**src/rtl/scrambler_pkg.sv**
```systemverilog
// ----------------------------------------------------------------------------
// scrambler_pkg
// Shared types and constants for the index scrambler and its LFSR.
//   N_SLOTS / IDX_W : number of display slots and the width of a slot index
//   idx_t / perm_t  : one slot index, and a packed array of N_SLOTS indices
//   state_e         : shuffle FSM states
//   DEFAULT_*       : default LFSR seed, Galois tap mask and retry limit
// ----------------------------------------------------------------------------
package scrambler_pkg;

    localparam int N_SLOTS = 6;
    localparam int IDX_W   = 3;

    localparam logic [15:0] DEFAULT_SEED      = 16'hACE1;
    localparam logic [15:0] DEFAULT_TAPS      = 16'hB400; // x^16+x^14+x^13+x^11+1
    localparam int          DEFAULT_RETRY_MAX = 7;

    typedef logic [IDX_W-1:0]   idx_t;
    typedef idx_t [N_SLOTS-1:0] perm_t;

    typedef enum logic [2:0] {
        IDLE,
        LOAD,
        DRAW,
        SWAP,
        FINISH
    } state_e;

    // Slot k holds index k.
    function automatic perm_t identity_perm();
        perm_t p;
        for (int k = 0; k < N_SLOTS; k++) begin
            p[k] = idx_t'(k);
        end
        return p;
    endfunction

endpackage : scrambler_pkg

```
**src/rtl/index_scrambler_lfsr.sv**
```systemverilog
// ----------------------------------------------------------------------------
// galois_lfsr
// Free-running right-shifting Galois LFSR. Advances every clock; if the
// register ever holds zero it reloads SEED on the next clock so it can
// never lock up.
//   clk : system clock
//   rst : asynchronous active-low reset, loads SEED
//   q   : current LFSR value
// ----------------------------------------------------------------------------
module galois_lfsr
    import scrambler_pkg::*;
#(
    parameter int                LFSR_W = 16,
    parameter logic [LFSR_W-1:0] SEED   = LFSR_W'(DEFAULT_SEED),
    parameter logic [LFSR_W-1:0] TAPS   = LFSR_W'(DEFAULT_TAPS)
) (
    input  logic              clk,
    input  logic              rst,
    output logic [LFSR_W-1:0] q
);

    logic [LFSR_W-1:0] lfsr_q;
    logic [LFSR_W-1:0] lfsr_d;

    // NOTE: every always_comb output gets a default first, so no path can
    // leave it unassigned and infer a latch.
    always_comb begin
        lfsr_d = lfsr_q >> 1;
        if (lfsr_q == '0) begin
            lfsr_d = SEED;
        end else if (lfsr_q[0]) begin
            lfsr_d = (lfsr_q >> 1) ^ TAPS;
        end
    end

    // NOTE: sequential state uses non-blocking assignments only, so every
    // flop samples the pre-edge values regardless of statement order.
    always_ff @(posedge clk or negedge rst) begin
        if (!rst) begin
            lfsr_q <= SEED;
        end else begin
            lfsr_q <= lfsr_d;
        end
    end

    assign q = lfsr_q;

endmodule : galois_lfsr

```
**src/rtl/index_scrambler.sv**
```systemverilog
// ----------------------------------------------------------------------------
// index_scrambler
// Produces a random permutation of display slots 0..5 on index1..index6.
// Each press of the (active-low) start button runs a Fisher-Yates shuffle
// driven by a free-running Galois LFSR; the result is published in a single
// cycle and done_scrambler is shown once the button is released.
//   clk            : system clock
//   rst            : asynchronous active-low reset
//   start          : debounced button, 0 = pressed
//   index1..index6 : destination slot for ROM digit 1..6 (always a permutation)
//   done_scrambler : result valid and button released
// Build option NO_IDENTITY_EN: when defined, an identity result is never
// published; the FSM reshuffles instead.
// ----------------------------------------------------------------------------
module index_scrambler
    import scrambler_pkg::*;
#(
    parameter int                LFSR_W    = 16,
    parameter logic [LFSR_W-1:0] SEED      = LFSR_W'(DEFAULT_SEED),
    parameter logic [LFSR_W-1:0] TAPS      = LFSR_W'(DEFAULT_TAPS),
    parameter int                RETRY_MAX = DEFAULT_RETRY_MAX
) (
    input  logic             clk,
    input  logic             rst,
    input  logic             start,
    output logic [IDX_W-1:0] index1,
    output logic [IDX_W-1:0] index2,
    output logic [IDX_W-1:0] index3,
    output logic [IDX_W-1:0] index4,
    output logic [IDX_W-1:0] index5,
    output logic [IDX_W-1:0] index6,
    output logic             done_scrambler
);

    localparam int RETRY_W = (RETRY_MAX < 1) ? 1 : $clog2(RETRY_MAX + 1);

    // ------------------------------------------------------------------
    // Random source
    // ------------------------------------------------------------------
    logic [LFSR_W-1:0] lfsr;
    idx_t              r;
    logic              unused_lfsr_bits;

    galois_lfsr #(
        .LFSR_W (LFSR_W),
        .SEED   (SEED),
        .TAPS   (TAPS)
    ) u_lfsr (
        .clk (clk),
        .rst (rst),
        .q   (lfsr)
    );

    assign r                = lfsr[IDX_W-1:0];
    assign unused_lfsr_bits = ^lfsr[LFSR_W-1:IDX_W];

    // ------------------------------------------------------------------
    // State
    // ------------------------------------------------------------------
    logic                start_meta_q, start_meta_d;
    logic                start_sync_q, start_sync_d;
    logic                start_prev_q, start_prev_d;
    state_e              state_q, state_d;
    perm_t               perm_q, perm_d;
    perm_t               idx_q, idx_d;
    idx_t                i_q, i_d;
    idx_t                j_q, j_d;
    logic [RETRY_W-1:0]  retry_q, retry_d;
    logic                done_q, done_d;
    logic                press;

    // Press = synchronized high-to-low transition of the button.
    assign press = start_prev_q & ~start_sync_q;

    always_comb begin
        start_meta_d = start;
        start_sync_d = start_meta_q;
        start_prev_d = start_sync_q;
        state_d      = state_q;
        perm_d       = perm_q;
        idx_d        = idx_q;
        i_d          = i_q;
        j_d          = j_q;
        retry_d      = retry_q;
        done_d       = done_q;

        unique case (state_q)
            IDLE: begin
                if (press) begin
                    done_d  = 1'b0;
                    state_d = LOAD;
                end
            end

            LOAD: begin
                perm_d  = identity_perm();
                i_d     = idx_t'(N_SLOTS - 1);
                retry_d = '0;
                state_d = DRAW;
            end

            DRAW: begin
                // Draws above i are rejected; after RETRY_MAX rejections the
                // next rejected draw falls back to j=0 so the shuffle always
                // terminates within a bounded number of cycles.
                if (r <= i_q) begin
                    j_d     = r;
                    state_d = SWAP;
                end else if (retry_q == RETRY_W'(RETRY_MAX)) begin
                    j_d     = '0;
                    state_d = SWAP;
                end else begin
                    retry_d = retry_q + 1'b1;
                end
            end

            SWAP: begin
                perm_d[i_q] = perm_q[j_q];
                perm_d[j_q] = perm_q[i_q];
                retry_d     = '0;
                if (i_q == idx_t'(1)) begin
                    state_d = FINISH;
                end else begin
                    i_d     = i_q - 1'b1;
                    state_d = DRAW;
                end
            end

            FINISH: begin
`ifdef NO_IDENTITY_EN
                // An already-solved puzzle is never handed out: reshuffle
                // from LOAD using the LFSR's advanced state.
                if (perm_q == identity_perm()) begin
                    state_d = LOAD;
                end else begin
                    idx_d   = perm_q;
                    done_d  = 1'b1;
                    state_d = IDLE;
                end
`else
                idx_d   = perm_q;
                done_d  = 1'b1;
                state_d = IDLE;
`endif
            end

            default: begin
                state_d = IDLE;
            end
        endcase
    end

    always_ff @(posedge clk or negedge rst) begin
        if (!rst) begin
            start_meta_q <= 1'b1;
            start_sync_q <= 1'b1;
            start_prev_q <= 1'b1;
            state_q      <= IDLE;
            // NOTE: the working permutation is only six small registers, so it
            // is reset along with everything else; a reset mid-shuffle leaves
            // no partial result behind.
            perm_q       <= identity_perm();
            idx_q        <= identity_perm();
            i_q          <= '0;
            j_q          <= '0;
            retry_q      <= '0;
            done_q       <= 1'b0;
        end else begin
            start_meta_q <= start_meta_d;
            start_sync_q <= start_sync_d;
            start_prev_q <= start_prev_d;
            state_q      <= state_d;
            perm_q       <= perm_d;
            idx_q        <= idx_d;
            i_q          <= i_d;
            j_q          <= j_d;
            retry_q      <= retry_d;
            done_q       <= done_d;
        end
    end

    // ------------------------------------------------------------------
    // Outputs
    // ------------------------------------------------------------------
    assign index1 = idx_q[0];
    assign index2 = idx_q[1];
    assign index3 = idx_q[2];
    assign index4 = idx_q[3];
    assign index5 = idx_q[4];
    assign index6 = idx_q[5];

    // Gated with the raw button so done drops in the same cycle as a press
    // and a stale done is never visible while the button is held.
    assign done_scrambler = done_q & start;

endmodule : index_scrambler

```
**config.mk**
```make
export PLATFORM = sky130hd
export DESIGN_NAME = index_scrambler
export DESIGN_NICKNAME = d
export VERILOG_FILES = /design/src/rtl/scrambler_pkg.sv /design/src/rtl/index_scrambler_lfsr.sv /design/src/rtl/index_scrambler.sv
export SDC_FILE = /design/constraint.sdc
export NUM_CORES = 1
export LEC_CHECK = 0
export ABC_CLOCK_PERIOD_IN_PS = 2450
export CAP_MARGIN = 10
export CELL_PAD_IN_SITES_DETAIL_PLACEMENT = 0
export CELL_PAD_IN_SITES_GLOBAL_PLACEMENT = 2
export CORE_ASPECT_RATIO = 0.7
export CORE_MARGIN = 2
export CORE_UTILIZATION = 25
export CTS_BUF_LIST = sky130_fd_sc_hd__clkbuf_4 sky130_fd_sc_hd__clkbuf_8
export CTS_CLUSTER_DIAMETER = 120
export DETAILED_ROUTE_END_ITERATION = 8
export GPL_TIMING_DRIVEN = 1
export PLACE_DENSITY_LB_ADDON = 0.25
export RECOVER_POWER = 50
export SYNTH_ARGS = -nofsm -noshare
export SYNTH_HDL_FRONTEND = slang
export SYNTH_SLANG_ARGS = --single-unit
```
**constraint.sdc**
```tcl
create_clock -name clk -period 2.45 [get_ports clk]
set_input_delay 0.245 -clock clk [delete_from_list [all_inputs] [get_ports clk]]
set_output_delay 0.245 -clock clk [all_outputs]
set_load 0.02 [all_outputs]
```
==> impl_metrics.py <==
metrics = {
    "setup_path": {
        "cp.depth": 5,
        "worstPathRequired_ps": 2690,
        "crit_fanout": 7,
        "cp-startpoint": "i_q[1]",
        "r2r_slack_ps": 380,
        "worstPathCellList": "inv_1 > ha_1 > a211oi_1 > o31ai_1 > a32o_1",
        "cp_top_family": "compound AO/OA/AOI/OAI gates",
        "worstSetupPathType": "flip-flop to flip-flop",
        "critPathCaptureType": "flip-flop",
        "crit_arrival_ps": 2300,
        "timing.rr.start": "i_q[1]",
        "crit_path_end": "j_q[0]",
        "crit_path_max_incr_delay_ps": 570,
        "slowest_stage": "a211oi_1",
        "crit_buf_inv": 1,
        "r2r_end": "j_q[0]",
        "cp-start-kind": "flip-flop",
        "rr_worst_depth": 5,
    },
    "logic_synthesis": {
        "synth-seq-cells": 68,
        "synthAdderAreaFrac": 0.0256,
        "synthMuxAreaShare": 0.110,
        "yosys_warnings": 0,
        "synth-async-reset-ratio": 1.00,
        "yosysUniqueCellTypes": 54,
        "synth_xor_xnor_area_share": 0.00767,
        "synth.avg_cell_area_sq_um": 10.9,
        "postSynthCellCount": 313,
        "synth_nets": 323,
        "syn_area_sq_mm": 0.00343,
        "synth_flop_cell": "dfrtp_1",
        "synth_top_family_by_area": "simple AND/OR/NAND/NOR gates",
        "synth_edf_count": 0,
        "synth-simple-area-share": 0.180,
        "synth-compound-area-share": 0.118,
        "ys_seq_area_frac": 0.506,
    },
    "detailed_routing": {
        "post_drt_via_cell_ratio": 4.61,
        "postRouteAntennaNets": 0,
        "vias": 2441,
        "wl_microns": 8820,
        "drc": 0,
        "drtIter0Drc": 150,
        "drtPass1Iterations": 4,
        "detail_route.wl_per_cell_microns": 16.6,
    },
    "power": {
        "leakagePower_nw": 1.68,
        "power.density_mw_per_mm2": 1340,
        "power_mw": 5.50,
        "irDropWorstVdd_mv": 0.384,
    },
    "finish": {
        "syn2layout_area_growth_pct": 20.2,
        "fin_util": 0.310,
        "drive_gt1_frac": 0.249,
        "antenna_cells": 0,
        "nNetsFinal": 350,
    },
    "cts": {
        "cts-resized-gates": 0,
        "clkSlewWorstSetupHoldPaths_ps": 80,
        "clk_latency_ps": 350,
        "clockBufferDepth": 2,
        "cts_tree": "built",
        "htreeDepth": 3,
        "cts_setup_buffers": 0,
        "root_buffer": "clkbuf_8",
        "clkSinkCount": 68,
        "cts_buffers": 9,
    },
    "sta": {
        "fin_crit_ps": 2070,
        "skew_ps": 8.52,
        "setup_violations": 0,
        "hold_viol": 0,
        "slew_violations": 69,
        "tns_ps": 0,
        "whs_ps": 364,
        "achievable-frequency_ghz": 0.484,
        "fin_crit_sh": 0.843,
        "rsz0062_at_grt": "no",
        "max-slew-margin-rel": -0.132,
        "worstMarginPinSlew_ps": 1700,
    },
    "grt": {
        "grt_usage": 0.135,
        "antenna_found_initial": 0,
        "grt_overflow": 0,
        "grt_pass1_wl_microns": 14700,
        "grt_pass1_vias": 2523,
        "grt_start_max_net_pins": 69,
    },
    "floorplanning": {
        "start_util": 0.258,
        "rows": 35,
        "die_area_sq_mm": 0.0147,
        "io_pins": 22,
        "die_h_microns": 102,
        "core_sq_mm": 0.0133,
        "die_w_microns": 144,
    },
    "placement": {
        "port_buffers": 21,
        "gp_congestion": 0.778,
        "dp_hpwl_microns": 6350,
    },
    "flow_run": {
        "maxCapViolations": 1,
    },
    "run_status": {
        "failed_checks": "max-capacitance violations, max-slew violations",
        "outcome": "complete, but fails checks",
    },
    "hold_path": {
        "hold_path_class": "flip-flop to flip-flop",
    },
}
==> layout make-up <==
cell class	count	area (sq um)
fillers	1347	9150
clock buffers	9	124
multi-input cells	209	1520
clock inverters	7	121
flip-flops and latches	68	1730
repair buffers	40	348
well taps	185	231
inverters	12	45.0
==> metal layers <==
metal | track usage | wire length [microns] | up-vias
li1 | - | - | 1204
met4 | 0.0317 | 44 | 0
met3 | 0.0351 | 305 | 6
met1 | 0.218 | 5150 | 1188
met5 | 0 | 0 | -
met2 | 0.174 | 3320 | 43
==> cells in the final DEF, fill, tap and decap left out, types with 3 or more instances in the layout <==
cell type,instances
nor4_1,5
o21ai_0,5
o221ai_1,8
o311ai_0,3
o211ai_1,6
a211oi_1,3
mux2_2,18
inv_1,12
o31ai_1,4
dfrtp_1,43
nand3_1,5
a221oi_1,5
nor2b_1,4
nor3_1,10
dfstp_1,3
dfstp_2,22
nand2_1,27
buf_4,17
nand2b_1,12
nor2_1,21
a21oi_1,4
bufinv_16,3
nor3b_1,3
nand3b_1,6
or2_2,3
a32o_1,3
clkbuf_8,9
mux2i_1,13
clkdlybuf4s50_1,19
ha_1,7
==> worst min path at each step <==
stage	startpoint	to	slack [ps]	depth (start not counted)
3_3_place_gp	rst	u_lfsr.q[8]	300	2
3_5_place_dp	rst	u_lfsr.q[8]	300	2
6_report	start_meta_q	start_prev_d	360	0
4_1_cts	start	start_meta_q	300	1
5_1_grt	start_meta_q	start_prev_d	370	0
2_1_floorplan	rst	done_q	-50	0
==> synth_stat cells, types with 2 or more instances <==
cell type,n,area [sq um]
dfrtp_1,43,1080
nand2_1,27,101
dfstp_2,25,657
nor2_1,21,78.8
mux2_2,18,203
mux2i_1,13,130
inv_1,12,45.0
nand2b_1,12,75.1
nor3_1,10,50.1
buf_2,8,40.0
clkbuf_1,8,30.0
o221ai_1,8,70.1
buf_4,7,52.6
ha_1,7,87.6
nand3b_1,6,45.0
o211ai_1,6,45.0
a221oi_1,5,43.8
nand3_1,5,25.0
nor4_1,5,31.3
o21ai_0,5,25.0
a21oi_1,4,20.0
nor2b_1,4,25.0
o31ai_1,4,30.0
a211oi_1,3,22.5
a32o_1,3,30.0
nor3b_1,3,22.5
o311ai_0,3,26.3
or2_2,3,18.8
a31oi_1,2,12.5
and2_1,2,12.5
and3_1,2,12.5
and4_1,2,17.5
mux4_2,2,45.0
nand4_1,2,12.5
nor3_2,2,20.0
or3_1,2,12.5
xnor2_1,2,17.5
==> per-stage QoR <==
step,setup slack (ps),std cells,cell area (sq um)
floorplan,434,313,3430
global placement,420,513,3880
detailed placement,427,513,3880
CTS,410,530,4130
global route,122,530,4120
finish,384,530,4120
==> sequential cells by signal (all words and copies together), names as in the netlist, 3 cells and up <==
register,count
perm_q,18
u_lfsr.q,16
i_q,3
index1,3
index2,3
index3,3
index4,3
index5,3
index6,3
j_q,3
retry_q,3
state_q,3
==> timing repair <==
| item | CTS | global route |
|---|---|---|
| hold buffers | 1 | 0 |
| setup endpoints to repair | 0 | 0 |
| endpoints found under the hold margin | 43 | 0 |
==> where the power goes <==
| group | total (mW) | leakage, nW | switching [mW] | internal [mW] |
|---|---|---|---|---|
| Combinational | 2.40 | 0.747 | 1.30 | 1.09 |
| Clock | 1.14 | 0.124 | 0.457 | 0.683 |
| Sequential | 1.96 | 0.809 | 0.453 | 1.51 |
| Total | 5.50 | 1.68 | 2.21 | 3.29 |
==> cells by family after synthesis <==
logic type / Yosys count
AOI/OAI and AO/OA: 52
xor gates and xnor gates: 3
adders and majority gates: 7
buffers and inverters: 36
DFF: 68
muxes: 33
and+or+nand+nor: 114
(Power assumes the default switching activity.)
